$ cat config.mk
export PLATFORM = sky130hd
export DESIGN_NAME = cook_timer
export DESIGN_NICKNAME = d
export VERILOG_FILES = /design/src/rtl/cook_timer.sv
export SDC_FILE = /design/constraint.sdc
export NUM_CORES = 1
export LEC_CHECK = 0
export CORE_UTILIZATION = 35
export CTS_CLUSTER_SIZE = 14
export DETAILED_ROUTE_END_ITERATION = 16
export HOLD_SLACK_MARGIN = 0.08
export PLACE_DENSITY = 0.63
export SLEW_MARGIN = 20
export SYNTH_ARGS = -nofsm -noshare
export SYNTH_HDL_FRONTEND = slang
export SYNTH_SLANG_ARGS = --single-unit
export TNS_END_PERCENT = 5
$ cat constraint.sdc
create_clock -name clk -period 8.3 [get_ports clk]
set_input_delay 1.66 -clock clk [delete_from_list [all_inputs] [get_ports clk]]
set_output_delay 1.66 -clock clk [all_outputs]
set_load 0.01 [all_outputs]
$ cat src/rtl/cook_timer.sv
// Microwave cook-time countdown: BCD MM:SS timer with pause/resume, door interlock,
// +30 s quick-add and cancel. Outputs decode registered state only.
module cook_timer #(
    parameter int TICKS_PER_SEC = 100_000_000
) (
    input  logic        clk,
    input  logic        rst_n,
    input  logic        load,
    input  logic [15:0] load_bcd,
    input  logic        start,
    input  logic        pause,
    input  logic        cancel,
    input  logic        door_open,
    output logic [15:0] time_bcd,
    output logic        running,
    output logic        show_t,
    output logic        done
);

    localparam int PW = (TICKS_PER_SEC > 1) ? $clog2(TICKS_PER_SEC) : 1;
    localparam logic [PW-1:0] PRESC_MAX = PW'(TICKS_PER_SEC - 1);

    typedef enum logic [1:0] {
        S_IDLE  = 2'd0,
        S_RUN   = 2'd1,
        S_PAUSE = 2'd2
    } state_t;

    state_t        state_q, state_d;
    logic [15:0]   time_q, time_d;
    logic [PW-1:0] presc_q, presc_d;
    logic          done_q, done_d;

    // Only called with a nonzero time, so the minutes-tens digit never underflows.
    function automatic logic [15:0] bcd_dec(input logic [15:0] t);
        logic [3:0] m1, m0, s1, s0;
        {m1, m0, s1, s0} = t;
        if (s0 != 4'd0) begin
            s0 = s0 - 4'd1;
        end else begin
            s0 = 4'd9;
            if (s1 != 4'd0) begin
                s1 = s1 - 4'd1;
            end else begin
                s1 = 4'd5;
                if (m0 != 4'd0) begin
                    m0 = m0 - 4'd1;
                end else begin
                    m0 = 4'd9;
                    m1 = m1 - 4'd1;
                end
            end
        end
        return {m1, m0, s1, s0};
    endfunction

    function automatic logic [15:0] bcd_add30(input logic [15:0] t);
        logic [3:0] m1, m0, s1, s0;
        {m1, m0, s1, s0} = t;
        s1 = s1 + 4'd3;
        if (s1 >= 4'd6) begin
            s1 = s1 - 4'd6;
            if (m0 == 4'd9) begin
                m0 = 4'd0;
                if (m1 == 4'd9) return 16'h9959;
                m1 = m1 + 4'd1;
            end else begin
                m0 = m0 + 4'd1;
            end
        end
        return {m1, m0, s1, s0};
    endfunction

    logic        load_valid;
    logic        tick;
    logic [15:0] time_dec;

    assign load_valid = (load_bcd[3:0] <= 4'd9) && (load_bcd[7:4] <= 4'd5) &&
                        (load_bcd[11:8] <= 4'd9) && (load_bcd[15:12] <= 4'd9);
    assign tick       = (state_q == S_RUN) && (presc_q == PRESC_MAX);
    assign time_dec   = bcd_dec(time_q);

    always_comb begin
        state_d = state_q;
        time_d  = time_q;
        presc_d = presc_q;
        done_d  = 1'b0;
        if (cancel) begin
            state_d = S_IDLE;
            time_d  = 16'h0000;
            presc_d = '0;
        end else if (load && load_valid && (state_q != S_RUN)) begin
            state_d = S_IDLE;
            time_d  = load_bcd;
            presc_d = '0;
        end else if (state_q == S_RUN) begin
            if (pause || door_open) begin
                state_d = S_PAUSE;
            end else begin
                presc_d = tick ? '0 : presc_q + 1'b1;
                if (tick && (time_dec == 16'h0000)) begin
                    // Natural completion wins over a same-cycle quick-add.
                    state_d = S_IDLE;
                    time_d  = 16'h0000;
                    done_d  = 1'b1;
                end else begin
                    time_d = tick ? time_dec : time_q;
                    if (start) time_d = bcd_add30(time_d);
                end
            end
        end else if (start && !pause && !door_open) begin
            if (state_q == S_PAUSE) begin
                state_d = S_RUN;
            end else if (time_q != 16'h0000) begin
                state_d = S_RUN;
                presc_d = '0;
            end
        end
    end

    always_ff @(posedge clk or negedge rst_n) begin
        if (!rst_n) begin
            state_q <= S_IDLE;
            time_q  <= 16'h0000;
            presc_q <= '0;
            done_q  <= 1'b0;
        end else begin
            state_q <= state_d;
            time_q  <= time_d;
            presc_q <= presc_d;
            done_q  <= done_d;
        end
    end

    assign time_bcd = time_q;
    assign running  = (state_q == S_RUN);
    assign show_t   = (state_q != S_IDLE);
    assign done     = done_q;

endmodule

==> impl_summary.log <==
INFO  metric critical_path.reg2reg.startpoint = time_bcd[0]
INFO  metric power.combinational.fraction = 21.6%
INFO  metric rsz0062_at_grt = false
INFO  metric seq_power_share = 47.9%
INFO  metric areaGrowthSynthToFinish = 16.7%
INFO  metric num-fill-cells = 977
INFO  metric largest_fanout_on_the_critical_path = 12
INFO  metric groute.usage.overall = 19.4%
INFO  metric h-tree-depth = 2
INFO  metric worst_ep_required_time = 8.51 ns
INFO  metric synthesis.area_per_instance = 8.09 um2
INFO  metric maxClockFrequency = 212 MHz
INFO  metric final_cell_area = 4240 um2
INFO  metric status = finished clean
INFO  metric timing.hold.worst_endpoint = presc_q[1]
INFO  metric crit_type = register to register
INFO  metric final-setup-viol-count = 0
INFO  metric final_cycle_utilization_of_the_critical_path = 56.9%
INFO  metric cts-root-to-sink-buffers = 2
INFO  metric yosys_warnings = 0
INFO  metric ys_dominant_reg_cell = dfrtp_1
INFO  metric post-cts-setup-buffers = 0
INFO  metric port_buffers = 41
INFO  metric min_period = 4.72 ns
INFO  metric r2r.worst_path.cells = 15
INFO  metric hold_class = register to register
INFO  metric num_vias = 3452
INFO  metric power.density = 117 nW/um2
INFO  metric std_cell_rows = 36
INFO  metric worstHoldStart = presc_q[1]
INFO  metric synthesis.nets = a little under 500
INFO  metric floorplan.initialDensity = 36.7%
INFO  metric grt_start_max_net_pins = 47
INFO  metric dp.final_hpwl = 7530 um
INFO  metric share_clk_of_total_power = around 30%
INFO  metric total_power = 495 uW
INFO  metric ant_diodes = 0
INFO  metric count_of_mapped_cells_out_of_synthesis = about 450
INFO  metric design.die.area = 10800 um2
INFO  metric place.gp.congestion = about 0.89
INFO  metric yosys_register_bits = 46
INFO  metric maxCapViolations = 0
INFO  metric drtPass1Iterations = 4
INFO  metric clock_sinks = 46
INFO  metric layout.nets = between 500 and 600
INFO  metric core_region_area = 9910 um2
INFO  metric synth-edff-count = 0
INFO  metric first_global_vias = 3430
INFO  metric cts-resized-gates = 0
INFO  metric async_reset_ff_share = 100%
INFO  metric launching_element_type_of_the_critical_path = register
INFO  metric postRouteWirelength = 10100 um
INFO  metric worst_r2r_endpoint = time_bcd[4]
INFO  metric drt-vias-per-instance = 5.64
INFO  metric post_synth_instance_area = 3630 um2
INFO  metric avgRoutedWirePerCell = 16.5 um
INFO  metric peakVddDrop = about 0.053 mV
INFO  metric slew_violations = 0
INFO  metric clk_root_buffer_cell = clkbuf_8
INFO  metric end_kind = register
INFO  metric p_leak = 0.00166 uW
INFO  metric final_layout_size_suffix_gt1_share = 6.47%
INFO  metric hold_depth = 2
INFO  metric drt_iter0_drc = 119
INFO  metric worst_clock_skew = 0.00914 ns
INFO  metric hold-worst-slack = approximately 0.5 ns
INFO  metric final_util = 42.8%
INFO  metric internal_power = around 340 uW
INFO  metric ys_types = 65
INFO  metric worst_setup_hold_path_clk_slew = 0.09 ns
INFO  metric grt_remaining_overflow = 0
INFO  metric seq_area_frac_synth = 31.7%
INFO  metric worst-slew-pin-transition = ~0.95 ns
INFO  metric report.final.hold_viol_count = 0
INFO  metric cts_tree = built
INFO  metric cp_data_arrival_time = 4.94 ns
INFO  metric dieWidth = 104 um
INFO  metric pin_count = 42
INFO  metric seq_area = 1150 um2
INFO  metric multi_input_comb_area = 2320 um2
INFO  metric route.antenna.remaining_nets = 0
INFO  metric grt_pass1_wl = 16900 um
INFO  metric post_dp_cell_area = 4140 um2
INFO  metric tritoncts.num_buffers = 5
INFO  metric number_of_antenna_violations_at_the_first_check_in_global_routing = 0
INFO  metric switching_power = 154 uW
INFO  metric die_height = around 100 um
INFO  metric sw_frac_of_total = 31.1%
INFO  metric regToRegSetupSlack = roughly 3.6 ns
INFO  metric clk_latency = a little over 0.3 ns
INFO  metric ctsHoldBuffers = 0
INFO  metric post-route-drc-count = 0
INFO  metric timing.slew.headroom = 35.8%
INFO  metric totalNegativeSetupSlack = 0 ns
[synth_stat cells (all sizes together) (4+ instances only)]
master | n | area (um2)
nand3 | 23 | 120
dfrtp | 46 | 1150
xor2 | 13 | 114
ha | 12 | 150
and2 | 6 | 37.5
nand4 | 11 | 68.8
nor2b | 5 | 31.3
mux2i | 8 | 80.1
nor4 | 10 | 75.1
clkbuf | 20 | 75.1
and3 | 10 | 62.6
nor2 | 45 | 169
nor4b | 5 | 43.8
or4 | 5 | 45.0
inv | 19 | 71.3
a21oi | 16 | 80.1
nor3 | 14 | 75.1
o21ai | 31 | 155
nand2 | 47 | 179
a31oi | 10 | 62.6
a21o | 4 | 30.0
or3 | 4 | 25.0
xnor2 | 14 | 123
nand2b | 7 | 43.8
a22oi | 8 | 60.1
[cells by family after synthesis]
logic type	count (synthesis)	share of synthesized area [%]
compound gates	106	19.9
xor+xnor	27	6.51
fa+ha+maj	12	4.13
buf+inv	42	4.75
flops	46	31.7
mux	8	2.20
simple gates	208	30.8
[metal layers]
layer | track usage, % | vias up | wire, um
li1 | - | 1699 | -
met1 | 25.0 | 1667 | 4520
met2 | 33.7 | 78 | 5020
met3 | 2.57 | 8 | 450
met4 | 6.02 | 0 | 108
met5 | 0 | - | 0
[sequential cells by signal (all words and copies together) (netlist names)]
| signal | cells |
|---|---|
| presc_q | 27 |
| time_bcd | 16 |
| state_q | 2 |
| done | 1 |
[power by group through the flow]
| stage | combinational, uW | sequential [uW] | clock [uW] |
|---|---|---|---|
| detailed placement | 107 | 241 | 0 |
| global route | 120 | 238 | 165 |
| finish | 107 | 237 | 151 |
| CTS | 107 | 237 | 157 |
| floorplan | 68.0 | 237 | 0 |
| global placement | 106 | 241 | 0 |
[worst max path at each step]
stage	cells after the start	start	slack [ns]	endpoint
after floorplan	15	time_bcd[0]	4.38	time_bcd[4]
after global placement	15	time_bcd[0]	3.57	time_bcd[3]
after detailed placement	15	time_bcd[0]	3.39	time_bcd[3]
after CTS	15	time_bcd[0]	3.36	time_bcd[3]
after global routing	15	time_bcd[1]	3.12	time_bcd[4]
final	15	time_bcd[0]	3.58	time_bcd[4]
[cell type report]
type,instances,share of cell area (%)
multi-input cells,361,54.8
repair buffers,45,10.3
clock buffers,7,2.04
well taps,133,3.93
inverters,19,1.68
clock inverters,1,0.118
flip-flops and latches,46,27.2
[critical path, cell delays in order, from the launching register on]
cell	delay (ns)
dfrtp_1	0.49
inv_1	0.10
ha_1	0.27
or3b_2	0.52
nor4_2	0.63
nand2_1	0.16
xnor2_1	0.35
ha_1	0.25
and3_1	0.16
nand4_1	0.11
nor4_1	0.29
a311oi_2	0.18
o21bai_1	0.37
or2_2	0.35
a21o_1	0.17
a221oi_1	0.24
[layout by cell type, fill, tap and decap left out, types with 4 or more instances in the layout]
master	n
nand2_1	46
dfrtp_1	46
nor2_1	45
clkdlybuf4s50_1	40
o21ai_0	31
nand3_1	22
inv_1	19
a21oi_1	16
xnor2_1	14
xor2_1	13
nor3_1	13
ha_1	12
nand4_1	11
and3_1	10
a31oi_1	10
mux2i_1	8
nor4_1	8
a22oi_1	8
nand2b_1	7
clkbuf_8	6
nor4b_1	5
and2_1	5
nor2b_1	5
buf_4	5
a21o_1	4
or3_1	4
[through the flow]
stage | instances | worst slack, ns
global placement | 604 | 3.57
floorplan | 449 | 4.38
detailed placement | 604 | 3.39
global route | 612 | 3.12
finish | 612 | 3.58
CTS | 612 | 3.36
Note: power is estimated with default switching activity, not from simulation.
==> patch, RTL diff (same settings) <==
Put a register stage on the outputs `running` and `show_t`, cleared by the reset. The values now appear one clock later. The other outputs are not delayed to match.
--- a/src/rtl/cook_timer.sv
+++ b/src/rtl/cook_timer.sv
@@ -133,8 +133,15 @@
     end
 
     assign time_bcd = time_q;
-    assign running  = (state_q == S_RUN);
-    assign show_t   = (state_q != S_IDLE);
+    always_ff @(posedge clk or negedge rst_n) begin
+        if (!rst_n) begin
+            running <= '0;
+            show_t  <= '0;
+        end else begin
+            running <= (state_q == S_RUN);
+            show_t  <= (state_q != S_IDLE);
+        end
+    end
     assign done     = done_q;
 
 endmodule
Formal check against the unedited RTL: not equivalent (a bounded check fails within 4 cycles, from zero or initial values and one cycle with rst_n low).
==> patch against the unedited design <==
Sequential cell count up 2; synthesized cell count grew 2.4%; power increased by 17%; synthesized area up 1.8%; wire length down 0.68%; via count is 3.8% higher; utilization decreased by 1.2 points; count of clock-buffer cells in the layout shrank 2; setup slack improved by 0.0029 ns; fmax about the same; die area grew 1.8%; clock skew about the same; final area grew 0.80%; critical path type is now in2reg; critical endpoint is now presc_q[23]$_DFFE_PN0P_; largest power group unchanged.
==> patch: results (changes against the unedited design) <==
[placement]
place_hpwl_mm=7.25  ; -3.8%
dp_slack_ns=3.29  ; -0.0954 ns
gp_congestion=0.857  ; -3.2%

[drt]
wl_per_cell_microns=16.1  ; -2.4%
vias=3582  ; +3.8%
drt_pass1_iterations=5  ; +1
via_per_inst=5.75  ; +1.9%
drt_iter0_markers=250  ; +110%

[yosys]
postSynthCellCount=460  ; +2.4%
synth.area.top_cells=dfrtp_1, nor2_1, ha_1
ys_seq_area_share_pct=32.5  ; +0.80 points
synthDistinctLibCells=60  ; -7.7%
synth_common_cells=nor2_1, dfrtp_1, nand2_1
ys_ff_latch=48  ; +4.3%

[pwr]
cellLeakagePower_nw=1.69  ; +1.9%
internal_power_uw=377  ; +10%

[final_layout]
multi_input_cells=372  ; +3.0%
fin_nets=523  ; +1.9%
clkCellAreaFrac_pct=1.90  ; -0.25 points
drive_gt1_share_pct=4.72  ; -1.7 points
nonClkBufAreaFrac_pct=9.84  ; -0.49 points
fill_cells=1070  ; +9.5%
register_area_sq_um=1200  ; +4.3%
multiInputGateArea_sq_um=2340  ; +0.65%
inv_count=17  ; -2
n_all_buffers=43  ; -4.4%

[timing]
clock_skew_ns=0.00932  ; +0.000183 ns
max-slew-margin-rel_pct=46.7  ; +11 points

[global_routing]
grt_usage_pct=18.3  ; -1.1 points
grt_pass1_vias=3245  ; -5.4%
grt_pass1_wl_mm=16.3  ; -3.7%

[worst_setup_path]
worstPathArrival_ns=4.95  ; about the same
critPathMaxFanout=20  ; +8
slowest_stage=clkdlybuf4s50_1
critPathMaxStageDelay_ns=0.99  ; +0.36 ns

[status]
status=completed

patch: changes by cell type after synthesis, moves of 5 or more:
cell	unedited run	this run
nand2b_1	7	2
o31ai_1	2	9
nor4b_1	5	0
a21oi_1	16	25
buf_2	0	6
xor2_1	13	8
clkbuf_1	20	15
a22oi_1	8	3
nor2_1	45	56
patch: path summary, 6_finish.rpt:
check	slack, ns	start	cells past startpoint	endpoint
setup / recovery	3.58	cancel	8	presc_q[23]$_DFFE_PN0P_
hold / removal	0.48	presc_q[16]$_DFFE_PN0P_	1	presc_q[16]$_DFFE_PN0P_
setup reg to reg	3.93	state_q[1]$_DFFE_PN0P_	15	time_bcd[15]$_DFFE_PN0P_
hold reg to reg	0.48	presc_q[16]$_DFFE_PN0P_	1	presc_q[16]$_DFFE_PN0P_
max in group asynchronous	6.42	rst_n	2	presc_q[18]$_DFFE_PN0P_
min in group asynchronous	1.46	rst_n	2	done$_DFF_PN0_
patch: metal layers:
metal,wire [microns],vias up,track usage (%)
li1,-,1742,-
met1,4830,1714,25.3
met2,4510,115,29.8
met3,556,11,2.99
met4,130,0,4.12
met5,0,-,0
patch: logic make-up (layout without fill, tap and decap cells):
family / count (synthesis) / after routing / synth area share (%)
flops: 48 / 48 / 32.5
buf+inv: 40 / 67 / 4.40
compound gates: 116 / 116 / 20.0
xor+xnor: 26 / 26 / 6.53
mux: 12 / 12 / 3.32
simple gates: 205 / 205 / 28.8
fa+ha+maj: 13 / 13 / 4.40
patch: power groups by stage:
stage | logic (mW) | registers [mW] | clock network, mW
final | 0.177 | 0.261 | 0.139
after global routing | 0.199 | 0.264 | 0.153
after CTS | 0.176 | 0.261 | 0.144
after floorplan | 0.118 | 0.262 | 0
after global placement | 0.172 | 0.264 | 0
after detailed placement | 0.175 | 0.265 | 0
